==> src/rtl/spike_count_decoder.sv <==
// Output-side decoder for the IF network: counts spikes per line over a window, then runs a sequential argmax.
// Define SPIKE_DECODER_EARLY_EXIT_EN to end the window once any count reaches EARLY_THRESH (adds early_exit).
`timescale 1ns/1ps
module spike_count_decoder #(
   parameter int NUM_OUTPUTS  = 4,
   parameter int WINDOW       = 64,
   parameter int COUNT_WIDTH  = 8,
   parameter int EARLY_THRESH = 32,
   localparam int IDX_W       = (NUM_OUTPUTS > 1) ? $clog2(NUM_OUTPUTS) : 1
) (
   input  logic                   clk,
   input  logic                   rst,
   input  logic                   start,
   input  logic [NUM_OUTPUTS-1:0] spike_in,
   output logic                   busy,
   output logic                   result_valid,
   input  logic                   result_ready,
   output logic [IDX_W-1:0]       winner,
   output logic [COUNT_WIDTH-1:0] winner_count,
   output logic                   silent,
   output logic                   tie
`ifdef SPIKE_DECODER_EARLY_EXIT_EN
   ,
   output logic                   early_exit
`endif
);

   typedef enum logic [1:0] {ST_IDLE, ST_COUNT, ST_SCAN, ST_DONE} state_t;

   localparam int TMR_W = (WINDOW > 1) ? $clog2(WINDOW) : 1;
   localparam logic [COUNT_WIDTH-1:0] CNT_MAX  = {COUNT_WIDTH{1'b1}};
   localparam logic [COUNT_WIDTH-1:0] CNT_ZERO = {COUNT_WIDTH{1'b0}};
   localparam logic [COUNT_WIDTH-1:0] CNT_ONE  = COUNT_WIDTH'(1);
   localparam logic [TMR_W-1:0]       TMR_ZERO = {TMR_W{1'b0}};
   localparam logic [TMR_W-1:0]       TMR_ONE  = TMR_W'(1);
   localparam logic [TMR_W-1:0]       TMR_LAST = TMR_W'(WINDOW - 1);
   localparam logic [IDX_W-1:0]       IDX_ZERO = {IDX_W{1'b0}};
   localparam logic [IDX_W-1:0]       IDX_ONE  = IDX_W'(1);
   localparam logic [IDX_W-1:0]       IDX_LAST = IDX_W'(NUM_OUTPUTS - 1);
`ifdef SPIKE_DECODER_EARLY_EXIT_EN
   localparam logic EARLY_EN = 1'b1;
`else
   localparam logic EARLY_EN = 1'b0;
`endif

   state_t                   state_q;
   logic [COUNT_WIDTH-1:0]   cnt_q [NUM_OUTPUTS];
   logic [COUNT_WIDTH-1:0]   cnt_d [NUM_OUTPUTS];
   logic [NUM_OUTPUTS-1:0]   over_s;
   logic                     thresh_hit_s;
   logic                     window_end_s;
   logic [TMR_W-1:0]         timer_q;
   logic [IDX_W-1:0]         scan_idx_q;
   logic [COUNT_WIDTH-1:0]   scan_cur_s;
   logic [COUNT_WIDTH-1:0]   run_max_q, run_max_d;
   logic [IDX_W-1:0]         run_idx_q, run_idx_d;
   logic                     run_tie_q, run_tie_d;
   logic                     busy_q, valid_q, silent_q, tie_q;
   logic [IDX_W-1:0]         winner_q;
   logic [COUNT_WIDTH-1:0]   winner_count_q;
`ifdef SPIKE_DECODER_EARLY_EXIT_EN
   logic                     early_seen_q, early_exit_q;
`endif

   // Saturating next counts and the early-exit threshold test on those next counts.
   always_comb begin
      over_s = {NUM_OUTPUTS{1'b0}};
      for (int i = 0; i < NUM_OUTPUTS; i++) begin
         if (spike_in[i] && (cnt_q[i] != CNT_MAX)) begin
            cnt_d[i] = cnt_q[i] + CNT_ONE;
         end else begin
            cnt_d[i] = cnt_q[i];
         end
         over_s[i] = (int'(cnt_d[i]) >= EARLY_THRESH);
      end
      thresh_hit_s = EARLY_EN && (|over_s);
      window_end_s = (timer_q == TMR_LAST) || thresh_hit_s;
   end

   // One argmax step: strictly greater replaces (lowest index wins), equal non-zero flags a tie.
   always_comb begin
      scan_cur_s = cnt_q[scan_idx_q];
      run_max_d  = run_max_q;
      run_idx_d  = run_idx_q;
      run_tie_d  = run_tie_q;
      if (scan_cur_s > run_max_q) begin
         run_max_d = scan_cur_s;
         run_idx_d = scan_idx_q;
         run_tie_d = 1'b0;
      end else if ((scan_cur_s == run_max_q) && (run_max_q != CNT_ZERO)) begin
         run_tie_d = 1'b1;
      end else begin
         run_tie_d = run_tie_q;
      end
   end

   // Control FSM with all state and registered outputs.
   always_ff @(posedge clk) begin
      if (rst) begin
         state_q        <= ST_IDLE;
         for (int i = 0; i < NUM_OUTPUTS; i++) cnt_q[i] <= CNT_ZERO;
         timer_q        <= TMR_ZERO;
         scan_idx_q     <= IDX_ZERO;
         run_max_q      <= CNT_ZERO;
         run_idx_q      <= IDX_ZERO;
         run_tie_q      <= 1'b0;
         busy_q         <= 1'b0;
         valid_q        <= 1'b0;
         winner_q       <= IDX_ZERO;
         winner_count_q <= CNT_ZERO;
         silent_q       <= 1'b0;
         tie_q          <= 1'b0;
`ifdef SPIKE_DECODER_EARLY_EXIT_EN
         early_seen_q   <= 1'b0;
         early_exit_q   <= 1'b0;
`endif
      end else begin
         case (state_q)
            ST_IDLE: begin
               if (start) begin
                  for (int i = 0; i < NUM_OUTPUTS; i++) cnt_q[i] <= CNT_ZERO;
                  timer_q <= TMR_ZERO;
                  busy_q  <= 1'b1;
                  state_q <= ST_COUNT;
`ifdef SPIKE_DECODER_EARLY_EXIT_EN
                  early_seen_q <= 1'b0;
                  early_exit_q <= 1'b0;
`endif
               end else begin
                  state_q <= ST_IDLE;
               end
            end
            ST_COUNT: begin
               for (int i = 0; i < NUM_OUTPUTS; i++) cnt_q[i] <= cnt_d[i];
               timer_q <= timer_q + TMR_ONE;
               if (window_end_s) begin
                  scan_idx_q <= IDX_ZERO;
                  run_max_q  <= CNT_ZERO;
                  run_idx_q  <= IDX_ZERO;
                  run_tie_q  <= 1'b0;
                  state_q    <= ST_SCAN;
`ifdef SPIKE_DECODER_EARLY_EXIT_EN
                  early_seen_q <= thresh_hit_s && (timer_q != TMR_LAST);
`endif
               end else begin
                  state_q <= ST_COUNT;
               end
            end
            ST_SCAN: begin
               run_max_q  <= run_max_d;
               run_idx_q  <= run_idx_d;
               run_tie_q  <= run_tie_d;
               scan_idx_q <= scan_idx_q + IDX_ONE;
               if (scan_idx_q == IDX_LAST) begin
                  winner_q       <= run_idx_d;
                  winner_count_q <= run_max_d;
                  silent_q       <= (run_max_d == CNT_ZERO);
                  tie_q          <= run_tie_d;
                  busy_q         <= 1'b0;
                  valid_q        <= 1'b1;
                  state_q        <= ST_DONE;
`ifdef SPIKE_DECODER_EARLY_EXIT_EN
                  early_exit_q   <= early_seen_q;
`endif
               end else begin
                  state_q <= ST_SCAN;
               end
            end
            ST_DONE: begin
               if (result_ready) begin
                  valid_q <= 1'b0;
                  state_q <= ST_IDLE;
               end else begin
                  state_q <= ST_DONE;
               end
            end
            default: begin
               busy_q  <= 1'b0;
               valid_q <= 1'b0;
               state_q <= ST_IDLE;
            end
         endcase
      end
   end

   assign busy         = busy_q;
   assign result_valid = valid_q;
   assign winner       = winner_q;
   assign winner_count = winner_count_q;
   assign silent       = silent_q;
   assign tie          = tie_q;
`ifdef SPIKE_DECODER_EARLY_EXIT_EN
   assign early_exit   = early_exit_q;
`endif

endmodule

==> config.mk <==
export PLATFORM = sky130hd
export DESIGN_NAME = spike_count_decoder
export DESIGN_NICKNAME = d
export VERILOG_FILES = /design/src/rtl/spike_count_decoder.sv
export SDC_FILE = /design/constraint.sdc
export NUM_CORES = 1
export LEC_CHECK = 0
export BUFFER_PORTS_ARGS = -buffer_cell sky130_fd_sc_hd__buf_2
export CORE_ASPECT_RATIO = 2
export CORE_MARGIN = 4
export CORE_UTILIZATION = 52
export DETAILED_ROUTE_END_ITERATION = 8
export PLACE_DENSITY = 0.82
export SETUP_SLACK_MARGIN = 0.02
export SLEW_MARGIN = 10
export SYNTH_ARGS = -nofsm -noshare
export SYNTH_HDL_FRONTEND = slang
export SYNTH_SLANG_ARGS = --single-unit
==> constraint.sdc <==
create_clock -name clk -period 3.5 [get_ports clk]
set_input_delay 0.175 -clock clk [delete_from_list [all_inputs] [get_ports clk]]
set_output_delay 0.175 -clock clk [all_outputs]
set_load 0.01 [all_outputs]
* Yosys cells after proc, flatten, opt, wreduce, memory -nomap -nowiden
Memories as Yosys holds them, arrays and structs flattened. A register that Yosys moved wholly into a read port is not among the register bits.
Index checks and enable logic that the tools add are counted.
** Word-level totals
- RAM bits :: 32
- Logic and storage cells :: 106
- Input port bits :: 8
- Flip-flop bits (word level) :: 35
- Memories :: 1
** Memory list
- cnt_q :: depth 4, width 8, read ports 5, clocked after Yosys merged registers in 1, wr ports 4, line 47 : logic [COUNT_WIDTH-1:0] cnt_q [NUM_OUTPUTS];
** Operators by class
- Bitwise logic cells :: 8
- Equal/unequal tests :: 14
- $lt $le $gt $ge :: 1
- Multiplexer cells :: 47
- Add/sub/neg operators :: 6
- Reductions and logical operators :: 17
** Operators by type and width (count)
- $mux 8 :: 14
- $add 8x1->8 const B :: 4
- $ne 8x8->1 const B :: 4
- $mux 1 :: 18
- $pmux 8 s2 :: 1
- $mux 2 :: 6
- $pmux 6 s2 :: 1
- $eq 8x8->1 :: 1
- $gt 8x8->1 :: 1
- $logic_not 8->1 :: 1
- $ne 2x2->1 const B :: 4
- $or 1x1->1 :: 8
- $pmux 2 s2 :: 2
- $pmux 2 s4 :: 1
- $reduce_bool 2->1 :: 4
- $reduce_bool 8->1 :: 1
- $add 6x1->6 const B :: 1
- $eq 2x2->1 const B :: 3
- $eq 6x6->1 const B :: 1
- $mux 6 :: 1
- $pmux 1 s2 :: 3
- $reduce_and 2->1 :: 3
- $reduce_and 3->1 :: 2
- $logic_and 1x1->1 :: 5
- 3 further kinds :: 3

* Longest topological paths before layout
Gate-level depths: netlist of run 1.
- Depth in word-level cells :: 6
- Mapped depth :: 10
- Depth with buffers taken out :: 8

* Least setup slack after synthesis of run 1
Ideal clock, no wire load.
- Path kind :: register to register
- Start point :: register with a tool-made name
- End point :: register winner_q[1], in the netlist winner[1]
- Buffers on the path :: 2
- Clock period less this slack :: 2.738 ns
- Cell stages (with the launch flop) :: 10
- Arrival :: 2.647 ns
- Setup slack :: 0.762 ns
- Data required time :: 3.409 ns
- Library setup time :: 0.091 ns
- Path through :: dfxtp_1 buf_6 mux4_1 ha_1 nand4_1 nor2_1 a211oi_1 clkbuf_1 o21ai_0 a311oi_1
** RTL lines
- end signal, assigned :: line 155 : winner_q <= run_idx_d;
- end, declared :: line 59 : logic [IDX_W-1:0] winner_q;

==> results of run 1 <==
-- worst min-delay path by stage --
stage | from | end | cells past startpoint
finish | result_ready | state_q[1] | 4
global route | result_ready | state_q[1] | 4
CTS | result_ready | state_q[1] | 4
detailed placement | run_tie_q | run_tie_q | 1
global placement | busy | busy | 2
floorplan | result_ready | state_q[1] | 3
-- cell type report --
| class | instances | area, um^2 | area share (%) |
|---|---|---|---|
| tap | 88 | 110 | 2.74 |
| clock inverter | 1 | 5.00 | 0.124 |
| multi-input combinational | 267 | 1840 | 45.8 |
| timing repair buffer | 26 | 143 | 3.54 |
| inverter | 9 | 33.8 | 0.840 |
| sequential | 69 | 1620 | 40.3 |
| clock buffer | 15 | 268 | 6.65 |
-- power breakdown --
part | internal (mW) | switching [mW]
clock | 0.518 | 0.318
sequential | 0.861 | 0.0339
combinational | 0.0584 | 0.106
-- critical path, delay by kind of cell, from the launching register on --
family | cells | cell delay (ps)
flops | 1 | 460
compound gates | 2 | 340
mux | 1 | 670
fa+ha+maj | 1 | 340
buf+inv | 1 | 200
simple gates | 3 | 1020
-- synthesized netlist by cell type (all sizes together) (2+ instances only) --
cell,number,area (um^2)
buf,3,20.0
a22o,10,87.6
xor2,9,78.8
a311oi,3,26.3
a32oi,2,17.5
nor2,58,218
o21ai,10,50.1
a31oi,2,18.8
or4,2,15.0
mux4,8,199
edfxtp,24,721
nand3,18,90.1
a2111oi,9,78.8
inv,9,33.8
clkbuf,16,60.1
and4,2,17.5
nor3b,2,20.0
xnor2,9,78.8
ha,14,175
a21oi,19,95.1
and3,5,31.3
or3b,2,17.5
o21a,2,15.0
dfxtp,45,901
nand2,17,63.8
a31o,3,26.3
and2,4,25.0
nand4,4,25.0
nand2b,3,18.8
or3,4,25.0
nor4,21,131
nor2b,6,37.5
a211oi,6,45.0
-- sequential cells by signal, indices dropped and copies added, names as in the netlist, named ones only --
| signal | flops |
|---|---|
| run_idx_q | 2 |
| winner_count | 8 |
| state_q | 2 |
| result_valid | 1 |
| cnt_q | 32 |
| busy | 1 |
| winner | 2 |
| run_max_q | 8 |
| scan_idx_q | 2 |
| silent | 1 |
| run_tie_q | 1 |
| tie | 1 |
| timer_q | 6 |
-- repair_timing --
item / CTS / global route
buffers inserted: 0 / 0
resized for setup: 0 / 1
endpoints found under the setup margin: 0 / 1
-- kinds of logic after synthesis --
group	after synthesis	share of synthesized area [%]
compound gates	75	15.1
xor+xnor	18	4.41
fa+ha+maj	14	4.90
buf+inv	28	3.18
flops	69	45.3
mux	10	6.16
simple gates	150	20.9
-- per-layer routing --
layer	global-route usage (%)	up-vias	share of wire, %
met3	6.46	27	4.9
met2	38.7	102	55
met1	23.2	1442	36
met4	12.2	0	4.0
met5	0	-	0
li1	-	1418	-
-- stage by stage --
stage / power (mW) / area, um^2 / worst slack (ps) / utilization (%) / hold slack, ps
after floorplan: 1.01 / 3580 / 762 / - / 362
after global placement: 1.06 / 3750 / 395 / 56.2 / 466
after detailed placement: 1.07 / 3750 / 287 / 56.2 / 450
after CTS: 1.90 / 4020 / 247 / 60.3 / 159
after global routing: 1.97 / 4020 / 165 / 60.3 / 176
final: 1.89 / 4020 / 381 / 60.3 / 163
==> impl_metrics.csv, run 1 <==
group,metric,value,unit
cts,htreeDepth,3,
worst_setup_path,cp.arrival,3370,ps
detailed_routing,drcViolationCount,0,
die,die_y,125,um
finish,finalNonFillerCells,475,
global_route,grt_start_max_net_pins,32,
placement,dp_hpwl,6.23,mm
worst_setup_path,crit_path_start_kind,"flip-flop",
cts,tritoncts,"done",
finish,area_growth,12.5,%
placement,portBuffers,21,
sta,tightest_slew,715,ps
yosys,synth-edff-count,24,
placement,placed_cells,459,
sta,finalMaxSlewViolations,0,
worst_setup_path,cp_slowest_stage_delay,670,ps
detailed_routing,vias_per_cell,6.29,
yosys,synthArstFlopShare,0,%
finish,nNetsFinal,404,
yosys,ys_seq_area_share,45.3,%
die,rows,42,
yosys,yosysWarnings,0,
worst_setup_path,r2r-end,"winner[1]",
detailed_routing,wl,8.42,mm
global_route,grt_usage,22.3,%
finish,fill_cells,545,
run_status,status,"completed",
detailed_routing,drtPass1Iterations,5,
yosys,synth_cells,364,
detailed_routing,num_vias,2989,
yosys,synth_seq_cells,69,
die,start_util,53.6,%
power_and_ir_drop,p_per_area,471,nW/um^2
finish,antenna_cells,0,
worst_setup_path,end_kind,"flip-flop",
worst_setup_path,crit_chain,"mux4_1 > ha_1 > nand4_1 > nor2_1 > a211oi_1 > buf_4 > or3b_2 > a311oi_1",
yosys,ys_types,52,
global_route,first_global_vias,3002,
sta,rsz0062_at_grt,"false",
worst_setup_path,r2r_setup_slack,380,ps
sta,finalCritPeriodShare,89.1,%
die,core,6670,um^2
global_route,overflow,0,
power_and_ir_drop,ir_drop,0.382,mV
yosys,syn_avg_cell_area,9.83,um^2
placement,place.gp.congestion,0.969,
worst_setup_path,crit_end,"winner[1]",
worst_setup_path,critPathSlowestCell,"mux4_1",
worst_setup_path,ff2ff_path_depth,8,
detailed_routing,antenna_left,0,
sta,max_freq,321,MHz
die,die-area,8350,um^2
cts,cts-root-buf,"clkbuf_16",
finish,layout_common_cells,"nor2_1, dfxtp_1, edfxtp_1",
sta,slew_headroom,52.3,%
sta,final_hold_viol_count,0,
detailed_routing,drtIter0Drc,390,
sta,setup_violations,0,
cts,holdBufCountCts,0,
finish,final_common_cell,"nor2_1",
yosys,ys.flop_type,"dfxtp_1",
cts,clockBufferDepth,2,
cts,path_clk_slew,50,ps
worst_setup_path,critical_path.max_fanout,15,
sta,finClkSkew,6.55,ps
die,io_pins,22,
cts,numCtsBuffers,9,
worst_hold_path,hold_path.class,"in2reg",
detailed_routing,wl_per_cell,17.7,um
worst_setup_path,critPathKind,"reg2reg",
sta,tns,0,ps
cts,numClockSinks,69,
yosys,syn_area,3580,um^2
sta,period_minus_slack,3120,ps
job,drv_cap,0,
cts,clock_latency,340,ps
global_route,grt_pass1_wl,14.2,mm
finish,drive_gt1_share,13.2,%
worst_setup_path,cp.required,3750,ps
yosys,synth_fp_nets,386,
global_route,antenna_found_initial,0,
power_and_ir_drop,p_leak,1.45,nW
die,die_x,66.7,um
Note: power is estimated with default switching activity, not from simulation.
==> run 2, diff against run 1 <==
--- a/config.mk
+++ b/config.mk
@@ -5,6 +5,7 @@
 export SDC_FILE = /design/constraint.sdc
 export NUM_CORES = 1
 export LEC_CHECK = 0
+export ABC_AREA = 1
 export BUFFER_PORTS_ARGS = -buffer_cell sky130_fd_sc_hd__buf_2
 export CORE_ASPECT_RATIO = 2
 export CORE_MARGIN = 4
==> impl_metrics.csv, run 2 <==
group,metric,value,unit
run_status,status,"completed",
detailed_routing,drcViolationCount,0,
sta,finalCritPeriodShare,75.8,%
power_and_ir_drop,internal_power,1.57,mW
die,die_x,67.7,um
worst_setup_path,critPathKind,"reg2reg",
placement,portBuffers,21,
yosys,synth_fp_nets,500,
power_and_ir_drop,seqPwrFrac,42.6,%
sta,tightest_slew,1160,ps
power_and_ir_drop,switching_share,25.2,%
detailed_routing,wl_per_cell,15.3,um
placement,pre_cts_ws,893,ps
global_route,grt_usage,23.2,%
yosys,ys_types,45,
sta,finClkSkew,6.65,ps
cts,clockBufferDepth,2,
die,die_y,127,um
cts,path_clk_slew,60,ps
worst_setup_path,end_kind,"flip-flop",
cts,post_cts_buffers,0,
sta,holdWs,161,ps
cts,clock_latency,340,ps
yosys,syn_area,3700,um^2
yosys,ys.flop_type,"dfxtp_1",
finish,largest_reg_flops,32,
power_and_ir_drop,pwr-share-comb,10.6,%
worst_hold_path,hold_path.class,"in2reg",
worst_setup_path,cp.arrival,2920,ps
detailed_routing,wl,9.08,mm
sta,period_minus_slack,2650,ps
sta,final_hold_viol_count,0,
worst_setup_path,r2r_setup_slack,850,ps
power_and_ir_drop,ir_drop,0.299,mV
job,drv_cap,0,
placement,dp_hpwl,6.87,mm
cts,cts_resized,0,
yosys,synth_top_area_cell,"dfxtp_1",
finish,drive_gt1_share,12.7,%
yosys,yosysWarnings,0,
die,io_pins,22,
yosys,synth_seq_cells,69,
yosys,yosysTopAreaCellShare,24.3,%
placement,dpl_cell_area,3860,um^2
worst_setup_path,crit_path_start_kind,"flip-flop",
die,start_util,53.3,%
worst_setup_path,cp.required,3760,ps
sta,tns,0,ps
cts,holdBufCountCts,0,
finish,antenna_cells,0,
yosys,synth-edff-count,24,
placement,place.gp.congestion,0.912,
cts,cts-root-buf,"clkbuf_16",
sta,fin_ws,847,ps
yosys,syn_avg_cell_area,7.75,um^2
cts,numCtsBuffers,9,
detailed_routing,vias_per_cell,5.56,
die,rows,43,
worst_setup_path,ff2ff_path_depth,15,
detailed_routing,drtPass1Iterations,5,
detailed_routing,num_vias,3303,
finish,regMostFlops,"cnt_q",
detailed_routing,antenna_left,0,
finish,nNetsFinal,521,
finish,final_design_area_no_fill,4190,um^2
global_route,antenna_found_initial,0,
sta,finalMaxSlewViolations,0,
finish,layout_common_cells,"nand2_1, inv_1, a21oi_1",
cts,tritoncts,"done",
sta,rsz0062_at_grt,"false",
finish,final_common_cell,"nand2_1",
global_route,first_global_vias,3194,
worst_setup_path,crit_end,"silent",
global_route,overflow,0,
power_and_ir_drop,pwr-share-clk,46.8,%
power_and_ir_drop,p_switching,0.531,mW
power_and_ir_drop,p_leak,1.76,nW
yosys,synth_area_leaders,"dfxtp_1, edfxtp_1, nand2_1",
yosys,ys_seq_area_share,43.8,%
die,core,6940,um^2
cts,htreeDepth,3,
worst_setup_path,critical_path.max_fanout,15,
finish,fill_cells,620,
power_and_ir_drop,p_per_area,501,nW/um^2
die,die-area,8620,um^2
yosys,synth_cells,478,
yosys,synth.most_common_cell,"nand2_1",
worst_setup_path,r2r-end,"silent",
finish,area_growth,13.3,%
yosys,synthArstFlopShare,0,%
global_route,grt_start_max_net_pins,24,
sta,setup_violations,0,
finish,final_core_util,60.4,%
sta,slew_headroom,21.8,%
sta,max_freq,377,MHz
yosys,yosys-top-cells-count,"nand2_1, inv_1, a21oi_1, dfxtp_1, nor2_1",
cts,numClockSinks,69,
global_route,grt_pass1_wl,15.1,mm
detailed_routing,drtIter0Drc,260,
==> run 2: stage by stage <==
stage,power [mW],instances
final,2.10,594
after global routing,2.18,594
after CTS,2.11,594
after detailed placement,1.13,578
after global placement,1.12,578
after floorplan,1.08,478
==> run 2: worst min path at each step <==
stage	from	cells past startpoint	to	slack, ps
after floorplan	rst	3	cnt_q[2][1]	340
after global placement	result_valid	2	result_valid	450
after detailed placement	result_valid	2	result_valid	460
after CTS	result_ready	4	result_valid	160
after global routing	result_ready	4	result_valid	190
final	result_ready	4	result_valid	160
==> run 2: cell families (layout without fill, tap and decap cells) <==
family	Yosys count	count (layout)	synth area share (%)
AOI/OAI and AO/OA	119	119	18.6
xor gates and xnor gates	1	1	0.237
adders and majority gates	14	14	4.73
buffers and inverters	84	110	9.19
DFF	69	69	43.8
and+or+nand+nor	191	191	23.5
==> run 2: routing by layer <==
metal | wire length, um | part of all wire (%) | vias up | GRT usage, %
met5 | 0 | 0 | - | 0
met4 | 268 | 3.0 | 0 | 10.2
met3 | 329 | 3.6 | 26 | 5.45
met2 | 5230 | 58 | 91 | 43.1
met1 | 3250 | 36 | 1544 | 23.3
li1 | - | - | 1642 | -
==> run 2: cell type report <==
type	instances	area (um^2)	share of cell area, %
multi-input combinational	325	1740	41.5
sequential	69	1620	38.7
clock buffer	12	279	6.65
inverter	70	263	6.26
timing repair buffer	24	128	3.04
tap	90	113	2.68
clock inverter	4	50.0	1.19
==> run 2: critical path: stages (launching register included) <==
cell	delay (ps)
dfxtp_1	460
inv_2	120
o21ai_0	90
a21oi_1	60
a21oi_1	290
ha_1	320
a21o_1	170
nor2_2	160
nand2_4	90
nand2_4	170
nand2_1	70
o21ai_1	160
nand2_1	100
nor2_1	120
nand2_1	70
a21oi_2	110
==> run 2: power by group through the flow <==
stage / Sequential [mW] / Combinational, mW / Clock (mW)
2_1_floorplan: 0.901 / 0.181 / 0
3_3_place_gp: 0.912 / 0.209 / 0
3_5_place_dp: 0.913 / 0.219 / 0
4_1_cts: 0.896 / 0.221 / 0.996
5_1_grt: 0.900 / 0.251 / 1.03
6_report: 0.896 / 0.222 / 0.985
